### src/rtl/fetch_step_controller.sv
// Fetch sequencing controller: conditions board buttons and switches, then issues
// single-step or free-running fetch pulses, halts on a PC breakpoint and clears the fetch unit.
module fetch_step_controller #(
    parameter int unsigned DEBOUNCE_CYCLES = 4,
    parameter int unsigned RUN_DIV         = 4,
    parameter int unsigned PC_WIDTH        = 32
) (
    input  logic                Clk,
    input  logic                Reset,
    input  logic                RunSw,
    input  logic                StepBtn,
    input  logic                ClrBtn,
    input  logic                BkptEn,
    input  logic [PC_WIDTH-1:0] BkptAddr,
    input  logic [PC_WIDTH-1:0] PCResult,
    output logic                FetchEn,
    output logic                IfuReset,
    output logic                Halted,
    output logic [1:0]          State,
    output logic [15:0]         FetchCount
);

    localparam int unsigned NUM_IN = 3;
    localparam int unsigned RUN_I  = 0;
    localparam int unsigned STEP_I = 1;
    localparam int unsigned CLR_I  = 2;
    localparam int unsigned DB_W   = (DEBOUNCE_CYCLES > 1) ? $clog2(DEBOUNCE_CYCLES) : 1;
    localparam int unsigned TICK_W = (RUN_DIV > 1) ? $clog2(RUN_DIV) : 1;
    localparam logic [DB_W-1:0]   DB_LAST   = DB_W'(DEBOUNCE_CYCLES - 1);
    localparam logic [TICK_W-1:0] TICK_LAST = TICK_W'(RUN_DIV - 1);

    typedef enum logic [1:0] {
        S_IDLE = 2'd0,
        S_RUN  = 2'd1,
        S_STEP = 2'd2,
        S_HALT = 2'd3
    } state_t;

    logic [NUM_IN-1:0] sync1;
    logic [NUM_IN-1:0] sync2;
    logic [NUM_IN-1:0] deb;
    logic [DB_W-1:0]   db_cnt [NUM_IN];
    logic              step_deb_d;
    logic              clr_deb_d;
    logic              step_req;
    logic              clr_req;
    logic              run_lvl;

    state_t            state;
    state_t            state_nxt;
    logic [TICK_W-1:0] tick;
    logic [TICK_W-1:0] tick_nxt;
    logic [15:0]       count_nxt;
    logic              fetch_nxt;
    logic              ifu_nxt;
    logic              bkpt_hit;

    assign run_lvl  = deb[RUN_I];
    assign bkpt_hit = BkptEn && (PCResult == BkptAddr);

    // Synchronize, debounce and edge-detect the three board inputs
    always_ff @(posedge Clk or negedge Reset) begin
        if (!Reset) begin
            sync1      <= '0;
            sync2      <= '0;
            deb        <= '0;
            step_deb_d <= 1'b0;
            clr_deb_d  <= 1'b0;
            step_req   <= 1'b0;
            clr_req    <= 1'b0;
            for (int i = 0; i < int'(NUM_IN); i++) begin
                db_cnt[i] <= '0;
            end
        end else begin
            sync1      <= {ClrBtn, StepBtn, RunSw};
            sync2      <= sync1;
            step_deb_d <= deb[STEP_I];
            clr_deb_d  <= deb[CLR_I];
            step_req   <= deb[STEP_I] & ~step_deb_d;
            clr_req    <= deb[CLR_I] & ~clr_deb_d;
            for (int i = 0; i < int'(NUM_IN); i++) begin
                if (sync2[i] == deb[i]) begin
                    db_cnt[i] <= '0;
                end else if (db_cnt[i] == DB_LAST) begin
                    deb[i]    <= sync2[i];
                    db_cnt[i] <= '0;
                end else begin
                    db_cnt[i] <= db_cnt[i] + DB_W'(1);
                end
            end
        end
    end

    // Next-state and output decode; clear outranks breakpoint, which outranks mode logic
    always_comb begin
        state_nxt = state;
        tick_nxt  = tick;
        count_nxt = FetchCount;
        fetch_nxt = 1'b0;
        ifu_nxt   = 1'b0;
        if (clr_req) begin
            ifu_nxt   = 1'b1;
            count_nxt = '0;
            tick_nxt  = '0;
            state_nxt = S_IDLE;
        end else begin
            case (state)
                S_IDLE: begin
                    if (run_lvl) begin
                        state_nxt = S_RUN;
                        tick_nxt  = '0;
                    end else if (step_req) begin
                        state_nxt = S_STEP;
                    end
                end
                S_STEP: begin
                    fetch_nxt = 1'b1;
                    count_nxt = FetchCount + 16'd1;
                    state_nxt = S_IDLE;
                end
                S_RUN: begin
                    if (bkpt_hit) begin
                        state_nxt = S_HALT;
                    end else if (!run_lvl) begin
                        state_nxt = S_IDLE;
                        tick_nxt  = '0;
                    end else if (tick == TICK_LAST) begin
                        tick_nxt  = '0;
                        fetch_nxt = 1'b1;
                        count_nxt = FetchCount + 16'd1;
                    end else begin
                        tick_nxt  = tick + TICK_W'(1);
                    end
                end
                S_HALT: begin
                    if (step_req) begin
                        state_nxt = S_STEP;
                    end else if (!run_lvl) begin
                        state_nxt = S_IDLE;
                    end
                end
                default: state_nxt = S_IDLE;
            endcase
        end
    end

    always_ff @(posedge Clk or negedge Reset) begin
        if (!Reset) begin
            state      <= S_IDLE;
            tick       <= '0;
            FetchEn    <= 1'b0;
            IfuReset   <= 1'b0;
            Halted     <= 1'b0;
            FetchCount <= '0;
        end else begin
            state      <= state_nxt;
            tick       <= tick_nxt;
            FetchEn    <= fetch_nxt;
            IfuReset   <= ifu_nxt;
            Halted     <= (state_nxt == S_HALT);
            FetchCount <= count_nxt;
        end
    end

    assign State = state;

endmodule

### config.mk
export PLATFORM = sky130hd
export DESIGN_NAME = fetch_step_controller
export DESIGN_NICKNAME = d
export VERILOG_FILES = /design/src/rtl/fetch_step_controller.sv
export SDC_FILE = /design/constraint.sdc
export NUM_CORES = 1
export LEC_CHECK = 0
export ABC_CLOCK_PERIOD_IN_PS = 2550
export CAP_MARGIN = 40
export CELL_PAD_IN_SITES_DETAIL_PLACEMENT = 0
export CELL_PAD_IN_SITES_GLOBAL_PLACEMENT = 1
export CORE_MARGIN = 2
export CORE_UTILIZATION = 33
export DETAILED_ROUTE_END_ITERATION = 10
export GPL_TIMING_DRIVEN = 0
export PLACE_DENSITY = 0.87
export SLEW_MARGIN = 10
export SYNTH_ARGS = -nofsm -noshare
export SYNTH_HDL_FRONTEND = slang
export SYNTH_SLANG_ARGS = --single-unit
export TNS_END_PERCENT = 30
### constraint.sdc
create_clock -name Clk -period 2.55 [get_ports Clk]
set_input_delay 0.51 -clock Clk [delete_from_list [all_inputs] [get_ports Clk]]
set_output_delay 0.51 -clock Clk [all_outputs]
set_load 0.1 [all_outputs]
==> metrics.yaml <==
yosys:
  synth_edf_count: 0
  yosysTopAreaCellShare: 0.447
  synth-seq-cells: 42
  ys_async_sr_fraction: 1.00
  synthesis.area_um2: 2350
  synth_top_area_cell: "dfrtp_1"
  ys_seq_area_frac: 0.447
  synth_nets: 304
  synth.most_common_cell: "dfrtp_1"
  synth_area_leaders: "dfrtp_1 (45%), xor2_1 (8.6%), ha_1 (5.3%)"
  syn_avg_cell_area_um2: 10.5
  synth_cells: 224
  synthDistinctLibCells: 43
  synth.top_cells.by_count: "dfrtp_1 (42), xor2_1 (23), a21oi_1 (13)"
  synth_warnings: 0
  synth_ff_type: "dfrtp_1"
critical_path:
  crit_chain: "clkdlybuf4s50_1 -> xor2_1 -> nor3_1 -> nand3_1 -> nor4_4 -> a2bb2oi_2 -> buf_6 -> bufbuf_16 -> o21ai_1 -> a21oi_1"
  crit_type: "in2reg"
  crit_fanout: 5
  regToRegSetupSlack_ps: 280
  critPathBufInv: 3
  slowest_stage: "clkdlybuf4s50_1"
  required_ps: 2780
  critPathLaunchType: "primary input"
  cp.depth: 10
  crit_family: "buffers and inverters"
  r2r_end: "FetchCount[15]"
  end_kind: "flop"
  reg2regPathDepth: 8
  timing.rr.start: "State[1]"
  cp_slowest_stage_delay_ps: 430
  cp.arrival_ps: 2650
clocking:
  insertion_delay_ps: 300
  clockRootBuffer: "clkbuf_8"
  clk_pin_slew_ps: 80
  htree_levels: 2
  max-clock-path-buffers: 2
  cts_buffers: 5
  cts.sinks: 42
  cts_tree: "done"
timing:
  setup_violations: 0
  max-slew-margin-rel: 0.638
  slew_violations: 0
  fmax_mhz: 413
  rsz0062_at_grt: "no"
  setup_ws_ps: 129
  period_minus_slack_ps: 2420
  fin_skew_ps: 9.47
  finalHoldViolCount: 0
  tightest_slew_ps: 543
  min_period_over_period: 0.949
pwr:
  p_int_mw: 1.63
  power_density_nw_per_um2: 693
  power_leakage_nw: 1.78
  power_frac_comb: 0.492
  peakVddDrop_v: 0.000287
  switching_power_mw: 1.08
  p_sw_frac: 0.398
  clock_power_share: 0.161
  seq_power_share: 0.346
placed_design:
  globalplace.congestion: 0.852
  preCtsSetupSlack_ps: -404
  portBuffers: 90
  hpwl_um: 4490
routing:
  wl_per_cell_um: 13.0
  vias_per_cell: 4.74
  ant_nets: 0
  first_pass_iters: 4
  dr.first_iter.drc_count: 82
  drcViolationCount: 0
  vias: 2103
  routed_wl_um: 5770
grt:
  grt_max_degree: 36
  grt_pass1_vias: 2129
  grt.overflow.total: 0
  track_usage: 0.161
  antenna_found_initial: 0
  grt_pass1_wl_um: 9830
status:
  status: "completed"
die:
  placementRows: 30
  die_height_um: 88.4
  die_w_um: 88.4
  io_pins: 91
  dieArea_um2: 7820
  core_um2: 6830
  start_util: 0.344
finish:
  antenna_cells: 0
  fin_util: 0.572
  syn_to_final_growth_pct: 66.1
  final_nets: 427
  layout-drive-gt1-share: 0.164
worst_hold_path:
  worst_hold_path_type: "in2async"
flow_run:
  max_cap_violations: 0
[through the flow]
| step | total power, mW | setup TNS (ps) | hold slack, ps | instances | instance area (µm²) |
|---|---|---|---|---|---|
| floorplan | 1.73 | 0 | 214 | 224 | 2350 |
| global placement | 2.07 | -10720 | 332 | 410 | 3380 |
| detailed placement | 2.24 | -5300 | 336 | 432 | 3710 |
| CTS | 2.73 | 0 | 49.0 | 443 | 3840 |
| global route | 2.89 | 0 | 51.4 | 444 | 3910 |
| finish | 2.71 | 0 | 52.0 | 444 | 3910 |
[worst max path at each step]
stage                   from  slack [ps]        endpoint
2_1_floorplan  FetchCount[0]         150  FetchCount[10]
3_3_place_gp    BkptAddr[18]        -380   FetchCount[1]
3_5_place_dp    PCResult[18]        -400   FetchCount[1]
4_1_cts         PCResult[15]           2   FetchCount[2]
5_1_grt         BkptAddr[17]           5   FetchCount[2]
6_report        BkptAddr[10]         130   FetchCount[9]
[registers in the layout, summed over array words and instances (netlist names)]
signal	flops
FetchCount	16
db_cnt	6
deb	3
sync1	3
sync2	3
State	2
tick	2
FetchEn	1
Halted	1
IfuReset	1
clr_deb_d	1
clr_req	1
step_deb_d	1
step_req	1
[timing repair]
item,4_1_cts,5_1_grt
endpoints found under the setup margin,6,15
resized for setup,26,18
setup buffers,2,1
gates cloned,1,0
hold buffers,0,0
pin swaps,11,15
endpoints found under the hold margin,0,0
[power groups by stage]
stage | Combinational (mW) | Clock, mW | Sequential [mW]
6_report | 1.33 | 0.437 | 0.938
5_1_grt | 1.44 | 0.479 | 0.968
4_1_cts | 1.34 | 0.452 | 0.941
3_5_place_dp | 1.28 | 0 | 0.955
3_3_place_gp | 1.12 | 0 | 0.946
2_1_floorplan | 0.508 | 0 | 1.22
[final cells by class]
class | instances | area [µm²]
clock buffers | 7 | 86.3
multi-input cells | 165 | 1250
clock inverters | 1 | 5.00
well taps | 96 | 120
repair buffers | 116 | 1300
plain buffers | 7 | 52.6
inverters | 10 | 37.5
fillers | 591 | 2920
flip-flops and latches | 42 | 1050
[cells in the final DEF, fill, tap and decap left out, drive strengths merged, types with 2 or more instances in the layout]
cell type,count
xor2,23
mux2,5
nand2b,2
or3,8
o31ai,5
dlymetal6s2s,15
a221oi,3
nor4,5
buf,29
o2111ai,2
nor2b,10
xnor2,8
nor3b,2
clkbuf,11
nand2,9
a21oi,13
a31oi,3
ha,10
nand3,11
dlygate4sd2,21
mux2i,2
or4,7
clkdlybuf4s50,53
nand4,2
dfrtp,42
and3,3
nor3,5
inv,10
nor2,10
o21ai,9
[per-layer routing]
metal | GRT usage | up-vias | part of all wire
li1 | - | 1052 | -
met1 | 0.201 | 994 | 0.43
met2 | 0.280 | 47 | 0.53
met3 | 0.0280 | 10 | 0.033
met4 | 0.0551 | 0 | 0.016
met5 | 0 | - | 0
[cells by family after synthesis]
group	count (synthesis)	share of synthesized area
AO/OA/AOI/OAI	42	0.124
XOR/XNOR	31	0.115
adder cells (fa/ha/maj)	10	0.0532
buffers and inverters	17	0.0367
flip-flops	42	0.447
multiplexers	7	0.0340
AND/OR/NAND/NOR	75	0.190
Power figures use the tool's default switching activity.
